--- config.mk ---
export PLATFORM = sky130hd
export DESIGN_NAME = dlfloat_byte_rx
export DESIGN_NICKNAME = d
export VERILOG_FILES = /design/src/rtl/dlfloat_byte_rx.sv
export SDC_FILE = /design/constraint.sdc
export NUM_CORES = 1
export LEC_CHECK = 0
export ABC_AREA = 0
export CORE_MARGIN = 2
export CORE_UTILIZATION = 57
export CTS_CLUSTER_DIAMETER = 50
export DETAILED_ROUTE_END_ITERATION = 12
export GPL_TIMING_DRIVEN = 0
export PLACE_DENSITY = 0.83
export SLEW_MARGIN = 5
export SYNTH_ARGS = -nofsm -noshare
export SYNTH_HDL_FRONTEND = slang
export SYNTH_SLANG_ARGS = --single-unit
--- constraint.sdc ---
create_clock -name clk -period 3.09 [get_ports clk]
set_input_delay 0.618 -clock clk [delete_from_list [all_inputs] [get_ports clk]]
set_output_delay 0.618 -clock clk [all_outputs]
set_load 0.03 [all_outputs]
--- src/rtl/dlfloat_byte_rx.sv ---
// DLfloat16 byte-stream receiver: pairs MSB/LSB bytes into words and queues them in a small FIFO.
// Optional head classification (is_zero / is_nan) is built only when DLFLOAT_RX_CLASS_EN is defined.
module dlfloat_byte_rx #(
  parameter int DEPTH = 4
) (
  input  logic                       clk,
  input  logic                       rst_n,
  input  logic                       clr,
  input  logic [7:0]                 in_byte,
  input  logic                       in_valid,
  input  logic                       in_sync,
  output logic [15:0]                out_data,
  output logic                       out_valid,
  input  logic                       out_ready,
  output logic [$clog2(DEPTH+1)-1:0] count,
  output logic                       overflow,
  output logic                       frame_err,
  output logic                       is_zero,
  output logic                       is_nan
);

  localparam int AW = $clog2(DEPTH);
  localparam int CW = $clog2(DEPTH+1);

  typedef enum logic {
    EXP_MSB = 1'b0,
    EXP_LSB = 1'b1
  } state_t;

  state_t          r_state;
  logic [7:0]      r_msb;
  logic [AW:0]     r_wr_ptr;
  logic [AW:0]     r_rd_ptr;
  logic [CW-1:0]   r_count;
  logic            r_overflow;
  logic            r_frame_err;
  logic [15:0]     r_mem [DEPTH];

  logic            w_empty;
  logic            w_full;
  logic            w_word_done;
  logic            w_pop;
  logic            w_push;
  logic [15:0]     w_word;
  logic [AW-1:0]   w_wr_idx;

  assign w_empty     = (r_wr_ptr == r_rd_ptr);
  assign w_full      = (r_wr_ptr[AW] != r_rd_ptr[AW]) &&
                       (r_wr_ptr[AW-1:0] == r_rd_ptr[AW-1:0]);
  assign w_word_done = (r_state == EXP_LSB) && in_valid && !in_sync;
  assign w_pop       = !w_empty && out_ready && !clr;
  // When full, a same-cycle pop frees the slot the new word is written into.
  assign w_push      = w_word_done && (!w_full || w_pop) && !clr;
  assign w_word      = {r_msb, in_byte};
  assign w_wr_idx    = r_wr_ptr[AW-1:0];

  always_ff @(posedge clk or negedge rst_n) begin
    if (!rst_n) begin
      r_state     <= EXP_MSB;
      r_msb       <= 8'h00;
      r_wr_ptr    <= '0;
      r_rd_ptr    <= '0;
      r_count     <= '0;
      r_overflow  <= 1'b0;
      r_frame_err <= 1'b0;
    end else if (clr) begin
      r_state     <= EXP_MSB;
      r_msb       <= 8'h00;
      r_wr_ptr    <= '0;
      r_rd_ptr    <= '0;
      r_count     <= '0;
      r_overflow  <= 1'b0;
      r_frame_err <= 1'b0;
    end else begin
      if (in_valid) begin
        case (r_state)
          EXP_MSB: begin
            r_msb   <= in_byte;
            r_state <= EXP_LSB;
          end
          EXP_LSB: begin
            if (in_sync) begin
              r_msb       <= in_byte;
              r_frame_err <= 1'b1;
            end else begin
              r_state <= EXP_MSB;
            end
          end
          default: r_state <= EXP_MSB;
        endcase
      end

      if (w_word_done && !w_push) begin
        r_overflow <= 1'b1;
      end
      if (w_push) begin
        r_wr_ptr <= r_wr_ptr + 1'b1;
      end
      if (w_pop) begin
        r_rd_ptr <= r_rd_ptr + 1'b1;
      end
      case ({w_push, w_pop})
        2'b10:   r_count <= r_count + CW'(1);
        2'b01:   r_count <= r_count - CW'(1);
        default: r_count <= r_count;
      endcase
    end
  end

  // Storage is reset so the head reads as a defined value before the first write.
  genvar gi;
  generate
    for (gi = 0; gi < DEPTH; gi++) begin : g_mem
      always_ff @(posedge clk or negedge rst_n) begin
        if (!rst_n) begin
          r_mem[gi] <= 16'h0000;
        end else if (w_push && (w_wr_idx == AW'(gi))) begin
          r_mem[gi] <= w_word;
        end
      end
    end
  endgenerate

  assign out_data  = r_mem[r_rd_ptr[AW-1:0]];
  assign out_valid = !w_empty;
  assign count     = r_count;
  assign overflow  = r_overflow;
  assign frame_err = r_frame_err;

`ifdef DLFLOAT_RX_CLASS_EN
  assign is_zero = out_valid && (out_data == 16'h0000);
  assign is_nan  = out_valid && (out_data == 16'hFFFF);
`else
  assign is_zero = 1'b0;
  assign is_nan  = 1'b0;
`endif

endmodule

==> impl_metrics.json <==
{
  "tightestPinTransition_ps": 625.8,
  "cap_violations": 0,
  "rrSetupSlack_ps": 590,
  "remaining_drc_errors": 0,
  "die_area_um2": 7894,
  "cellPowerDensity_nw_per_um2": 529.7,
  "p_clk_share_pct": 31.0,
  "finalHoldViolCount": 0,
  "drive_gt1_share_pct": 35.16,
  "ir_worst_vdd_uv": 328.8,
  "dr.pass1.iters": 4,
  "async_flop_share_pct": 100.0,
  "antenna_found_initial": 0,
  "synthSimpleGateAreaFrac_pct": 6.067,
  "grt.total_usage_pct": 20.66,
  "maxSlewHeadroom_pct": 58.28,
  "cts_hold_buf": 0,
  "ys_seq_elements": 84,
  "num_antenna_cells": 0,
  "numCtsBuffers": 9,
  "syn_to_final_growth_pct": 16.89,
  "die_h_um": 88.85,
  "crit_chain": "buf_4 -> xor2_1 -> or3_1 -> clkdlybuf4s50_1",
  "synth_top_family_by_area": "multiplexers",
  "status": "completed",
  "fin_skew_ps": 5.991,
  "cts_tree": "yes",
  "yosys_warnings": 0,
  "internal_power_mw": 1.855,
  "final.period_utilization_pct": 93.12,
  "rows": 30,
  "setup_viol_count_final": 0,
  "cp-startpoint": "r_rd_ptr[1]",
  "fin_crit_ps": 2877,
  "overflow": 0,
  "report.final.slew_viol_count": 0,
  "cts.htree.levels": 3,
  "critPathKind": "reg -> out",
  "worstReg2RegStart": "r_rd_ptr[1]",
  "seq_power_share_pct": 48.1,
  "wl_mm": 7.306,
  "max_clock_freq_mhz": 347.5,
  "synthDistinctLibCells": 38,
  "clock_latency_ps": 350,
  "avgRoutedWirePerCell_um": 18.00,
  "cts.repair.resized": 0,
  "synth_area_leaders": "dfrtp_1 (51%), mux2_4 (15%), mux2_2 (6.6%)",
  "fin_setup_tns_ps": 0,
  "synth_top_area_cell": "dfrtp_1",
  "synth-edff-count": 0,
  "switching_share_pct": 27.00,
  "worstHoldPathType": "in -> async",
  "synthMuxAreaShare_pct": 32.74,
  "worstPathMaxFanout": 19,
  "grt_pass1_wl_mm": 11.91,
  "r2r_cells": 9,
  "clock_path_buffers": 2,
  "start_kind": "flop",
  "critPathRequiredTime_ps": 2470,
  "vias_per_cell": 5.581,
  "gp_congestion": 0.8070,
  "io_pins": 38,
  "static-leakage-power_nw": 2.353,
  "dp_hpwl_mm": 5.052,
  "synth_cells": 259,
  "grt_start_max_net_pins": 63,
  "path_clk_slew_ps": 80,
  "initial_utilization_pct": 59.74,
  "final_core_util_pct": 69.84,
  "ys_top_cells_by_count": "dfrtp_1 (84), mux2_4 (40), mux2_2 (24)",
  "synth_compound_area_share_pct": 1.646,
  "io_buffers": 35,
  "cp-end-kind": "output pin",
  "regToRegEndpoint": "count[2]",
  "comb_power_share_pct": 20.9,
  "yosysMostFrequentCell": "dfrtp_1",
  "clock_sinks": 84,
  "cts_root_buf": "clkbuf_8",
  "coreArea_um2": 6869,
  "synthAdderAreaFrac_pct": 2.012,
  "rsz0062_at_grt": "no",
  "netlist_area_um2": 4104,
  "via_count": 2266,
  "synth_ff_type": "dfrtp_1",
  "antenna_left": 0,
  "die_w_um": 88.85,
  "avgSynthCellArea_um2": 15.85,
  "num-nets-final": 325,
  "post_cts_buffers": 0,
  "switching_power_uw": 686.1,
  "initialDrtViolationCount": 144,
  "yosysTopAreaCellShare_pct": 51.22,
  "synth_xor_xnor_area_share_pct": 2.500,
  "num-fill-cells": 453,
  "worst_path_largest_cell_delay_ps": 620,
  "grt_pass1_vias": 2314,
  "synth_seq_area_share_pct": 51.22,
  "cp_slowest_cell": "clkdlybuf4s50_1",
  "cp.arrival_ps": 2260
}
-- placed cells by master, fill, tap and decap left out, types with 5 or more instances in the layout --
master           instances
ha_1                     5
xor2_1                   6
clkdlybuf4s50_1         34
clkbuf_8                11
mux2i_1                  9
mux2_2                  24
dfrtp_1                 84
mux4_1                   6
mux4_2                  10
mux2_4                  40
nor2_1                  21
-- routing by layer --
metal  track usage (%)  wire [um]  up-vias
met5                 0          0        -
met4             8.402        136        0
met3             4.757        241       12
met2             32.02       3531       47
met1             28.38       3397     1181
li1                  -          -     1026
-- sequential cells by signal, indices dropped and copies added, names as in the netlist --
| name | cells |
|---|---|
| r_mem | 64 |
| r_msb | 8 |
| count | 3 |
| r_rd_ptr | 3 |
| r_wr_ptr | 3 |
| frame_err | 1 |
| overflow | 1 |
| r_state | 1 |
-- logic make-up after synthesis --
kind of cell / after synthesis
simple gates: 43
mux: 89
other cells: 1
compound gates: 10
fa+ha+maj: 6
buf+inv: 16
flops: 84
xor+xnor: 10
-- through the flow --
| stage | area (um^2) | hold WS [ps] | power (mW) | worst slack [ps] | std cells |
|---|---|---|---|---|---|
| 6_report | 4797 | 168.8 | 2.541 | 212.5 | 406 |
| 5_1_grt | 4797 | 180.1 | 2.655 | 156.5 | 406 |
| 4_1_cts | 4797 | 166.7 | 2.567 | 200.0 | 406 |
| 3_5_place_dp | 4603 | 487.9 | 1.776 | 336.1 | 392 |
| 3_3_place_gp | 4578 | 479.2 | 1.761 | -1475 | 391 |
| 2_1_floorplan | 4108 | 322.4 | 1.570 | 691.2 | 260 |
-- power by group through the flow --
| stage | clock, mW | combinational (mW) | sequential [mW] |
|---|---|---|---|
| 2_1_floorplan | 0 | 0.336 | 1.23 |
| 3_3_place_gp | 0 | 0.524 | 1.24 |
| 3_5_place_dp | 0 | 0.536 | 1.24 |
| 4_1_cts | 0.810 | 0.537 | 1.22 |
| 5_1_grt | 0.860 | 0.565 | 1.23 |
| 6_report | 0.788 | 0.532 | 1.22 |
-- worst max path at each step --
stage                     cells after the start  slack, ps      endpoint
after floorplan                               9        690      count[2]
after global placement                        1      -1470      r_mem[5]
after detailed placement                      7        340      count[2]
after CTS                                     4        200     out_valid
after global routing                          3        160  out_data[15]
final                                         4        210     out_valid
-- area by class of cell --
cell class	count	area (um^2)	share of cell area (%)
Sequential cell	84	2102	43.82
Multi-Input combinational cell	160	1853	38.63
Timing Repair Buffer	36	375.4	7.825
Clock buffer	12	155.1	3.234
Buffer	11	132.6	2.765
Tap cell	96	120.1	2.504
Clock inverter	4	47.55	0.9911
Inverter	3	11.26	0.2347
-- worst max-delay path, delay by kind of cell, from the launching register on --
family,cells,cell delay (ps)
buffers and inverters,2,860
xor gates and xnor gates,1,210
DFF,1,390
and+or+nand+nor,1,450
Note: power is estimated with default switching activity, not from simulation.
